[config.mk]
export PLATFORM = sky130hd
export DESIGN_NAME = mem_cmd_queue
export DESIGN_NICKNAME = d
export VERILOG_FILES = /design/src/rtl/mem_cmd_queue.sv
export SDC_FILE = /design/constraint.sdc
export NUM_CORES = 1
export LEC_CHECK = 0
export ABC_CLOCK_PERIOD_IN_PS = 7000
export BUFFER_PORTS_ARGS = -buffer_cell sky130_fd_sc_hd__buf_4
export CAP_MARGIN = 20
export CORE_UTILIZATION = 60
export DETAILED_ROUTE_END_ITERATION = 16
export PLACE_DENSITY = 0.92
export SYNTH_ARGS = -nofsm -noshare
export SYNTH_HDL_FRONTEND = slang
export SYNTH_SLANG_ARGS = --single-unit
[constraint.sdc]
create_clock -name clk -period 7 [get_ports clk]
set_input_delay 0.35 -clock clk [delete_from_list [all_inputs] [get_ports clk]]
set_output_delay 0.35 -clock clk [all_outputs]
set_load 0.005 [all_outputs]
[src/rtl/mem_cmd_queue.sv]
// Request FIFO and single-outstanding command sequencer placed in front of memory_controller.
// Legal READ/WRITE requests are queued, issued one at a time, and answered on the rsp_* port.
module mem_cmd_queue #(
    parameter int DEPTH   = 4,
    parameter int TIMEOUT = 1023
) (
    input  logic                   clk,
    input  logic                   rst,
    input  logic                   req_valid,
    input  logic [1:0]             req_cmd,
    input  logic [24:0]            req_addr,
    input  logic [15:0]            req_wdata,
    output logic                   req_ready,
    output logic [1:0]             cmd,
    output logic [24:0]            addr,
    output logic [15:0]            wr_dq,
    output logic                   ready,
    input  logic                   valid,
    input  logic [15:0]            rd_dq,
    output logic                   rsp_valid,
    output logic                   rsp_is_read,
    output logic [15:0]            rsp_data,
    output logic [24:0]            rsp_addr,
    output logic                   err_illegal,
    output logic                   err_timeout,
    output logic [$clog2(DEPTH):0] level
);

    localparam int PTR_W = $clog2(DEPTH);
    localparam int LVL_W = PTR_W + 1;
    localparam int CNT_W = (TIMEOUT > 0) ? $clog2(TIMEOUT + 1) : 1;

    localparam logic [1:0] CMD_NONE  = 2'b00;
    localparam logic [1:0] CMD_READ  = 2'b01;
    localparam logic [1:0] CMD_WRITE = 2'b10;

    typedef enum logic [1:0] {
        ST_IDLE,
        ST_ISSUE,
        ST_WAIT,
        ST_RESP
    } state_e;

    typedef struct packed {
        logic [1:0]  cmd;
        logic [24:0] addr;
        logic [15:0] wdata;
    } entry_t;

    entry_t           fifo_q [DEPTH];
    entry_t           head;
    logic [PTR_W-1:0] wr_ptr_q, rd_ptr_q;
    logic [LVL_W-1:0] level_q;
    logic             req_legal, push, pop;

    state_e           state_q, state_d;
    logic [CNT_W-1:0] cnt_q, cnt_d;
    logic [1:0]       cmd_q, cmd_d;
    logic [24:0]      addr_q, addr_d;
    logic [15:0]      wdata_q, wdata_d;
    logic             rsp_is_read_q, rsp_is_read_d;
    logic [15:0]      rsp_data_q, rsp_data_d;
    logic [24:0]      rsp_addr_q, rsp_addr_d;
    logic             err_illegal_q, err_timeout_q, err_timeout_d;

    // Full is judged on the registered level, so a pop in the same cycle never opens room.
    assign req_ready = (level_q != LVL_W'(DEPTH));
    assign req_legal = (req_cmd == CMD_READ) || (req_cmd == CMD_WRITE);
    assign push      = req_valid && req_ready && req_legal;
    assign head      = fifo_q[rd_ptr_q];

    // NOTE: storage carries no reset; level and the pointers alone decide which entries are live.
    always_ff @(posedge clk) begin
        if (push) begin
            fifo_q[wr_ptr_q] <= '{cmd: req_cmd, addr: req_addr, wdata: req_wdata};
        end
    end

    // NOTE: every output of this block gets a default first, so no path can infer a latch.
    always_comb begin
        state_d       = state_q;
        cnt_d         = cnt_q;
        cmd_d         = cmd_q;
        addr_d        = addr_q;
        wdata_d       = wdata_q;
        rsp_is_read_d = rsp_is_read_q;
        rsp_data_d    = rsp_data_q;
        rsp_addr_d    = rsp_addr_q;
        err_timeout_d = 1'b0;
        pop           = 1'b0;

        case (state_q)
            ST_IDLE: begin
                if (level_q != '0) begin
                    pop     = 1'b1;
                    cmd_d   = head.cmd;
                    addr_d  = head.addr;
                    wdata_d = head.wdata;
                    state_d = ST_ISSUE;
                end
            end
            ST_ISSUE: begin
                cnt_d   = '0;
                state_d = ST_WAIT;
            end
            ST_WAIT: begin
                // A completion arriving on the final count still wins over the timeout.
                if (valid) begin
                    rsp_is_read_d = (cmd_q == CMD_READ);
                    rsp_data_d    = (cmd_q == CMD_READ) ? rd_dq : 16'h0000;
                    rsp_addr_d    = addr_q;
                    state_d       = ST_RESP;
                end else if (cnt_q == CNT_W'(TIMEOUT)) begin
                    err_timeout_d = 1'b1;
                    cmd_d         = CMD_NONE;
                    state_d       = ST_IDLE;
                end else begin
                    cnt_d = cnt_q + CNT_W'(1);
                end
            end
            ST_RESP: begin
                cmd_d   = CMD_NONE;
                state_d = ST_IDLE;
            end
            default: state_d = ST_IDLE;
        endcase
    end

    // NOTE: sequential state uses non-blocking assignments so every register samples pre-edge values.
    always_ff @(posedge clk or negedge rst) begin
        if (!rst) begin
            state_q       <= ST_IDLE;
            wr_ptr_q      <= '0;
            rd_ptr_q      <= '0;
            level_q       <= '0;
            cnt_q         <= '0;
            cmd_q         <= CMD_NONE;
            addr_q        <= '0;
            wdata_q       <= '0;
            rsp_is_read_q <= 1'b0;
            rsp_data_q    <= '0;
            rsp_addr_q    <= '0;
            err_illegal_q <= 1'b0;
            err_timeout_q <= 1'b0;
        end else begin
            state_q       <= state_d;
            cnt_q         <= cnt_d;
            cmd_q         <= cmd_d;
            addr_q        <= addr_d;
            wdata_q       <= wdata_d;
            rsp_is_read_q <= rsp_is_read_d;
            rsp_data_q    <= rsp_data_d;
            rsp_addr_q    <= rsp_addr_d;
            err_timeout_q <= err_timeout_d;
            err_illegal_q <= req_valid && !req_legal;

            if (push) begin
                wr_ptr_q <= wr_ptr_q + PTR_W'(1);
            end
            if (pop) begin
                rd_ptr_q <= rd_ptr_q + PTR_W'(1);
            end
            case ({push, pop})
                2'b10:   level_q <= level_q + LVL_W'(1);
                2'b01:   level_q <= level_q - LVL_W'(1);
                default: level_q <= level_q;
            endcase
        end
    end

    assign cmd         = cmd_q;
    assign addr        = addr_q;
    assign wr_dq       = wdata_q;
    assign ready       = (state_q == ST_ISSUE);
    assign rsp_valid   = (state_q == ST_RESP);
    assign rsp_is_read = rsp_is_read_q;
    assign rsp_data    = rsp_data_q;
    assign rsp_addr    = rsp_addr_q;
    assign err_illegal = err_illegal_q;
    assign err_timeout = err_timeout_q;
    assign level       = level_q;

endmodule

==> results of run 1 <==
-- area by class of cell --
type / instances / area (µm²) / share of cell area
sequential: 278 / 7820 / 0.579
multi-input combinational: 317 / 2680 / 0.199
timing repair buffer: 198 / 1650 / 0.122
clock buffer: 39 / 792 / 0.0586
tap: 225 / 282 / 0.0208
clock inverter: 11 / 224 / 0.0166
inverter: 14 / 52.6 / 0.00389
-- Yosys cell counts, types with 4 or more instances --
master / number
edfxtp_1: 172
nand2_1: 136
dfrtp_1: 106
mux4_2: 43
mux2_2: 28
clkbuf_1: 18
a22o_1: 16
inv_1: 12
ha_1: 11
nand3_1: 10
buf_2: 8
nor2_1: 6
a21oi_1: 5
o311ai_0: 5
and2_1: 4
o211ai_1: 4
xnor2_1: 4
-- stage by stage --
stage | setup WS (ns) | util
final | 3.80 | 0.778
after global routing | 3.54 | 0.778
after CTS | 3.72 | 0.770
after detailed placement | 3.74 | 0.692
after global placement | 3.96 | 0.692
after floorplan | 4.53 | -
-- report_power, final --
part / internal, mW / switching (mW)
clock network: 1.01 / 0.608
registers: 2.14 / 0.341
logic: 0.884 / 0.787
-- worst paths after layout --
check / startpoint / to
max in group asynchronous: rst / cnt_q[3]
worst max-delay path: state_q[1] / level[2]
worst min register to register: rsp_is_read / rsp_is_read
min in group asynchronous: rst / rsp_addr[17]
worst min-delay path: req_addr[16] / fifo_q[2][32]
worst max register to register: state_q[1] / level[2]
-- per-layer routing --
metal  global-route usage  up-vias
li1                     -     2782
met1                0.332     3278
met2                0.465      306
met3               0.0494       56
met4               0.0986        0
met5                    0        -
-- registers in the layout, indices dropped and copies added, names as in the netlist, 3 cells and up --
name,cells
wr_dq,16
level,3
rsp_addr,25
rsp_data,16
addr,25
fifo_q,172
cnt_q,10
-- logic make-up (layout without fill, tap and decap cells) --
kind of cell             count (synthesis)  after routing  share of synthesized area
multiplexers                            72             72                      0.121
XOR/XNOR                                 7              7                    0.00574
AND/OR/NAND/NOR                        180            180                     0.0734
adder cells (fa/ha/maj)                 12             12                     0.0148
AO/OA/AOI/OAI                           46             46                     0.0346
flip-flops                             278            278                      0.732
buffers and inverters                   44            262                     0.0185
-- worst max-delay path, delay by kind of cell (launching register included) --
kind / cells / cell delay [ns]
compound gates: 1 / 0.08
fa+ha+maj: 3 / 0.94
flops: 1 / 0.42
xor+xnor: 2 / 0.31
simple gates: 1 / 0.11
buf+inv: 4 / 1.19
==> reports/metrics.cfg, run 1 <==
[power]
irDropWorstVdd_mv = 0.295
power_density_mw_per_mm2 = 427
p_leak_nw = 5.54
p_total_mw = 5.77

[yosys]
synth_seq_cells = 278
synth.top_cell.area_share = 0.484
synth_area_leaders = edfxtp_1 (48%), dfrtp_1 (25%), mux4_2 (9.1%)
netlist_area_mm2 = 0.0107
synthFlopType = edfxtp_1
synth_edf_count = 172
synthesis.nets = 714
async_flop_share = 0.381
synth_area_leader_cell = edfxtp_1
avgSynthCellArea_um2 = 16.7
synthCells = 639
yosys.cell_types.count = 51
ys_seq_area_frac = 0.732
yosysWarnings = 0

[floorplan]
rows = 48
fp.dieW_um = 135
coreArea_mm2 = 0.0174
initial_core_util = 0.615
ios = 156
die_y_um = 135
dieArea_mm2 = 0.0183

[route]
drtPass1Iterations = 5
routed_wl_mm = 24.0
met1_length_mm = 8.99
wl_met2_mm = 12.6
highest_layer = met4
antenna_left = 0
wire_per_inst_um = 22.2
vias = 6422
route.detailed.drc = 0
wl_met3_mm = 1.72
drt_iter0_markers = 451
vias_per_cell = 5.94

[placement]
gp_congestion = 0.852
dpl_cell_area_mm2 = 0.0120
numPortBuffers = 155
dp_hpwl_mm = 13.7
dp_cells = 991

[cells_and_area]
num_antenna_cells = 0
final_common_cell = edfxtp_1
instances_no_fill = 1082
area_delta_synth_final_pct = 26.4
fin_area_mm2 = 0.0135
nFillCells = 869
drive_gt1_frac = 0.342
final_nets = 911
final_cell_mix = edfxtp_1 (172), buf_4 (157), nand2_1 (135)

[run_status]
status = finished clean

[critical_path]
reg2regPathDepth = 11
rrSetupSlack_ns = 3.80
slowest_delay_ns = 0.66
crit_type = reg -> reg
cp_slowest_cell = inv_2
cp.arrival_ns = 3.66
crit_path_end_kind = flip-flop
path_cells = inv_1 > ha_1 > o31ai_4 > buf_4 > inv_2 > ha_1 > inv_1 > fa_1 > xor2_1 > nor2_1 > xor2_1
cp.required_ns = 7.46
start_kind = flip-flop
critical_path_peak_fanout = 43

[timing]
clock_skew_ns = 0.0124
fin_crit_sh = 0.458
post-route-min-period_ns = 3.20
finalSetupViolations = 0
worst_slew_pin_slew_ns = 1.03
rsz0062_at_grt = false
final_hold_viol_count = 0
fmax_ghz = 0.312
final.setup.tns_ns = 0
whs_ns = 0.0146
max_slew_margin = 0.310
slew_viol_final = 0

[clocking]
insertion_delay_ns = 0.54
clk_pin_slew_ns = 0.06
cts_buffer_depth = 3
cts.sinks = 278
ctsHtreeMaxLevel = 1
cts_tree = built
cts_root_buffer = clkbuf_16
cts_hold_buf = 33
cts_buffers = 27
cts.repair.resized = 0
post_cts_buffers = 0

[grt]
antenna_found_initial = 0
grt_pass1_vias = 6678
track_usage = 0.266
grt_start_max_net_pins = 56
grt_pass1_wl_mm = 36.2
gr-total-overflow = 0

[hold_path]
hp-class = in -> reg
hold_path_depth = 1

[run]
maxCapViolCount = 0

Note: power is estimated with default switching activity, not from simulation.
==> run 2: changes to the inputs <==
==> config.mk (replaced) <==
export PLATFORM = sky130hd
export DESIGN_NAME = mem_cmd_queue
export DESIGN_NICKNAME = d
export VERILOG_FILES = /design/src/rtl/mem_cmd_queue.sv
export SDC_FILE = /design/constraint.sdc
export NUM_CORES = 1
export LEC_CHECK = 0
export ABC_AREA = 1
export ABC_CLOCK_PERIOD_IN_PS = 2700
export BUFFER_PORTS_ARGS = -buffer_cell sky130_fd_sc_hd__buf_4
export CAP_MARGIN = 20
export CORE_UTILIZATION = 51
export DETAILED_ROUTE_END_ITERATION = 16
export PLACE_DENSITY = 0.84
export SYNTH_ARGS = -nofsm -noshare
export SYNTH_HDL_FRONTEND = slang
export SYNTH_SLANG_ARGS = --single-unit
==> constraint.sdc (replaced) <==
create_clock -name clk -period 2.7 [get_ports clk]
set_input_delay 0.135 -clock clk [delete_from_list [all_inputs] [get_ports clk]]
set_output_delay 0.135 -clock clk [all_outputs]
set_load 0.005 [all_outputs]
==> run 2 against run 1 <==
Via count up 18%. Total power rose to 2.5 times the previous value. Worst hold slack better by 0.22 ns. Cell count up 32%. First-iteration DRC count up 21%. Wire length up 4.5%. Critical endpoint is now fifo_q[2][33]. Largest cell class unchanged. Largest power group unchanged.
==> reports/metrics.cfg, run 2 <==
[yosys]
netlist_area_mm2 = 0.0109  ; was 0.0107 mm²
synth_commonest_cells = edfxtp_1 (172), nor2_1 (147), nand2_1 (132)  ; was edfxtp_1 (172), nand2_1 (136), dfrtp_1 (106)
async_flop_share = 0.381  ; unchanged
synth_seq_cells = 278  ; unchanged
synthesis.nets = 1000  ; was 714
ys_seq_area_frac = 0.715  ; was 0.732
synth_area_leader_cell = edfxtp_1  ; unchanged
synthFlopType = edfxtp_1  ; unchanged
avgSynthCellArea_um2 = 11.8  ; was 16.7 µm²
synthCells = 925  ; was 639
yosys.cell_types.count = 32  ; was 51
synthMostInstantiatedCell = edfxtp_1  ; unchanged
synth.top_cell.area_share = 0.472  ; was 0.484
synth_edf_count = 172  ; unchanged
synth_area_leaders = edfxtp_1 (47%), dfrtp_1 (24%), o21ai_0 (5.9%)  ; was edfxtp_1 (48%), dfrtp_1 (25%), mux4_2 (9.1%)
yosysWarnings = 0  ; unchanged

[timing]
whs_ns = 0.233  ; was 0.0146 ns
final_hold_viol_count = 0  ; unchanged
rsz0062_at_grt = false  ; unchanged
slew_viol_final = 0  ; unchanged
fin_crit_sh = 0.785
clock_skew_ns = 0.0262  ; was 0.0124 ns
post-route-min-period_ns = 2.12
max_slew_margin = 0.420  ; was 0.310
fmax_ghz = 0.472
worst_slew_pin_slew_ns = 0.870  ; was 1.03 ns
worst_slack_ns = 0.579  ; was 3.80 ns
finalSetupViolations = 0  ; unchanged

[cells_and_area]
final_cell_mix = edfxtp_1 (172), buf_4 (165), nor2_1 (143)  ; was edfxtp_1 (172), buf_4 (157), nand2_1 (135)
largest_reg_flops = 172  ; unchanged
area_delta_synth_final_pct = 25.6  ; was 26.4%
fin_area_mm2 = 0.0137  ; was 0.0135 mm²
drive_gt1_frac = 0.200  ; was 0.342
final_nets = 1212  ; was 911
final_common_cell = edfxtp_1  ; unchanged
largest-register = fifo_q  ; unchanged
num_antenna_cells = 0  ; unchanged

[clocking]
cts.repair.resized = 0  ; unchanged
cts_buffer_depth = 3  ; unchanged
cts_buffers = 26  ; was 27
cts_root_buffer = clkbuf_16  ; unchanged
cts_hold_buf = 62  ; was 33
ctsHtreeMaxLevel = 1  ; unchanged
clk_pin_slew_ns = 0.06  ; about the same
post_cts_buffers = 0  ; unchanged
cts.sinks = 278  ; unchanged
cts_tree = built  ; unchanged
insertion_delay_ns = 0.55  ; was 0.54 ns

[critical_path]
path_cells = dlygate4sd3_1 > buf_4 > xor2_1 > nand3_2 > nor2_4 > buf_4  ; was inv_1 > ha_1 > o31ai_4 > buf_4 > inv_2 > ha_1 > inv_1 > fa_1 > xor2_1 > nor2_1 > xor2_1
crit_buf_inv = 3  ; was 4
crit_type = in -> reg  ; was reg -> reg
cp_slowest_cell = dlygate4sd3_1  ; was inv_2
cpMostUsedCell = buf_4
critical_path.top_delay_family = buffers and inverters  ; unchanged
slowest_delay_ns = 0.57  ; was 0.66 ns
critical_path_peak_fanout = 16  ; was 43
cp.required_ns = 2.92  ; was 7.46 ns
start_kind = primary input  ; was flip-flop
crit_path_end_kind = flip-flop  ; unchanged
cp.arrival_ns = 2.34  ; was 3.66 ns

[floorplan]
coreArea_mm2 = 0.0210  ; was 0.0174 mm²
initial_core_util = 0.520  ; was 0.615
die_y_um = 148  ; was 135 µm
fp.dieW_um = 148  ; was 135 µm
rows = 53  ; was 48
ios = 156  ; unchanged
dieArea_mm2 = 0.0220  ; was 0.0183 mm²

[grt]
track_usage = 0.229  ; was 0.266
gr-total-overflow = 0  ; unchanged
antenna_found_initial = 1  ; was 0
grt_pass1_wl_mm = 39.0  ; was 36.2 mm
grt_pass1_vias = 7537  ; was 6,678
grt_start_max_net_pins = 88  ; was 56

[route]
antenna_left = 0  ; unchanged
drtPass1Iterations = 7  ; was 5
routed_wl_mm = 25.1  ; was 24.0 mm
drt_iter0_markers = 544  ; was 451
vias_per_cell = 5.29  ; was 5.94
wire_per_inst_um = 17.5  ; was 22.2 µm
vias = 7566  ; was 6,422
route.detailed.drc = 0  ; unchanged

[power]
power_density_mw_per_mm2 = 1060  ; was 427 mW/mm²
p_total_mw = 14.5  ; was 5.77 mW
irDropWorstVdd_mv = 0.625  ; was 0.295 mV
p_leak_nw = 5.70  ; was 5.54 nW

[placement]
dpl_cell_area_mm2 = 0.0123  ; was 0.0120 mm²
numPortBuffers = 155  ; unchanged
dp_hpwl_mm = 14.8  ; was 13.7 mm
gp_congestion = 0.792  ; was 0.852
place_ws_ns = 0.588  ; was 3.74 ns

[run]
maxCapViolCount = 0  ; unchanged

[hold_path]
hp-class = in -> async  ; was in -> reg

[run_status]
status = finished clean  ; unchanged

==> run 2: cell types whose count changed after synthesis, moves of 11 or more <==
cell,previous run,this run
o21ai_0,2,129
o21ai_1,0,25
nor2_1,6,147
buf_6,3,14
inv_1,12,64
o22ai_1,0,25
a31oi_1,3,16
mux2_2,28,0
mux4_2,43,0
a22o_1,16,0
==> run 2: power breakdown <==
group | leakage [nW] | internal, mW | total, mW | switching, mW
sequential | 2.89 | 5.54 | 6.05 | 0.510
combinational | 2.42 | 1.99 | 5.02 | 3.03
clock | 0.389 | 1.94 | 3.46 | 1.52
==> run 2: path summary, 6_finish.rpt <==
check	endpoint	slack, ns	depth (start not counted)	from
worst max-delay path	fifo_q[2][33]	0.58	6	req_cmd[1]
worst min-delay path	rsp_data[1]	0.23	2	rst
worst max register to register	level[2]	0.60	9	level[0]
worst min register to register	rsp_addr[21]	0.49	2	rsp_addr[21]
max in group asynchronous	rd_ptr_q[0]	1.72	3	rst
min in group clk	fifo_q[2][34]	0.33	2	req_addr[18]
==> run 2: cells by family after synthesis <==
kind of cell | Yosys count | synth area share
flops | 278 | 0.715
compound gates | 199 | 0.0958
fa+ha+maj | 12 | 0.0144
xor+xnor | 7 | 0.00561
simple gates | 313 | 0.117
buf+inv | 116 | 0.0522
==> run 2: cell type report <==
| type | count | area (µm²) |
|---|---|---|
| Sequential cell | 278 | 7820 |
| Clock inverter | 9 | 76.3 |
| Fill cell | 1479 | 7280 |
| Timing Repair Buffer | 231 | 1940 |
| Multi-Input combinational cell | 531 | 2580 |
| Inverter | 69 | 263 |
| Clock buffer | 38 | 719 |
| Tap cell | 275 | 344 |
==> run 2: layer usage <==
metal	wire length, µm	up-vias	global-route usage	part of all wire
met5	12	-	0	0.00048
met4	590	2	0.0892	0.024
met3	1770	44	0.0402	0.070
met2	12700	302	0.393	0.51
met1	9990	3650	0.290	0.40
li1	-	3568	-	-
==> run 2: per-stage QoR <==
step | setup TNS (ns) | util | instances
global placement | 0 | 0.586 | 1322
floorplan | -59.04 | - | 925
finish | 0 | 0.654 | 1431
global route | 0 | 0.654 | 1431
detailed placement | 0 | 0.586 | 1322
CTS | 0 | 0.654 | 1431
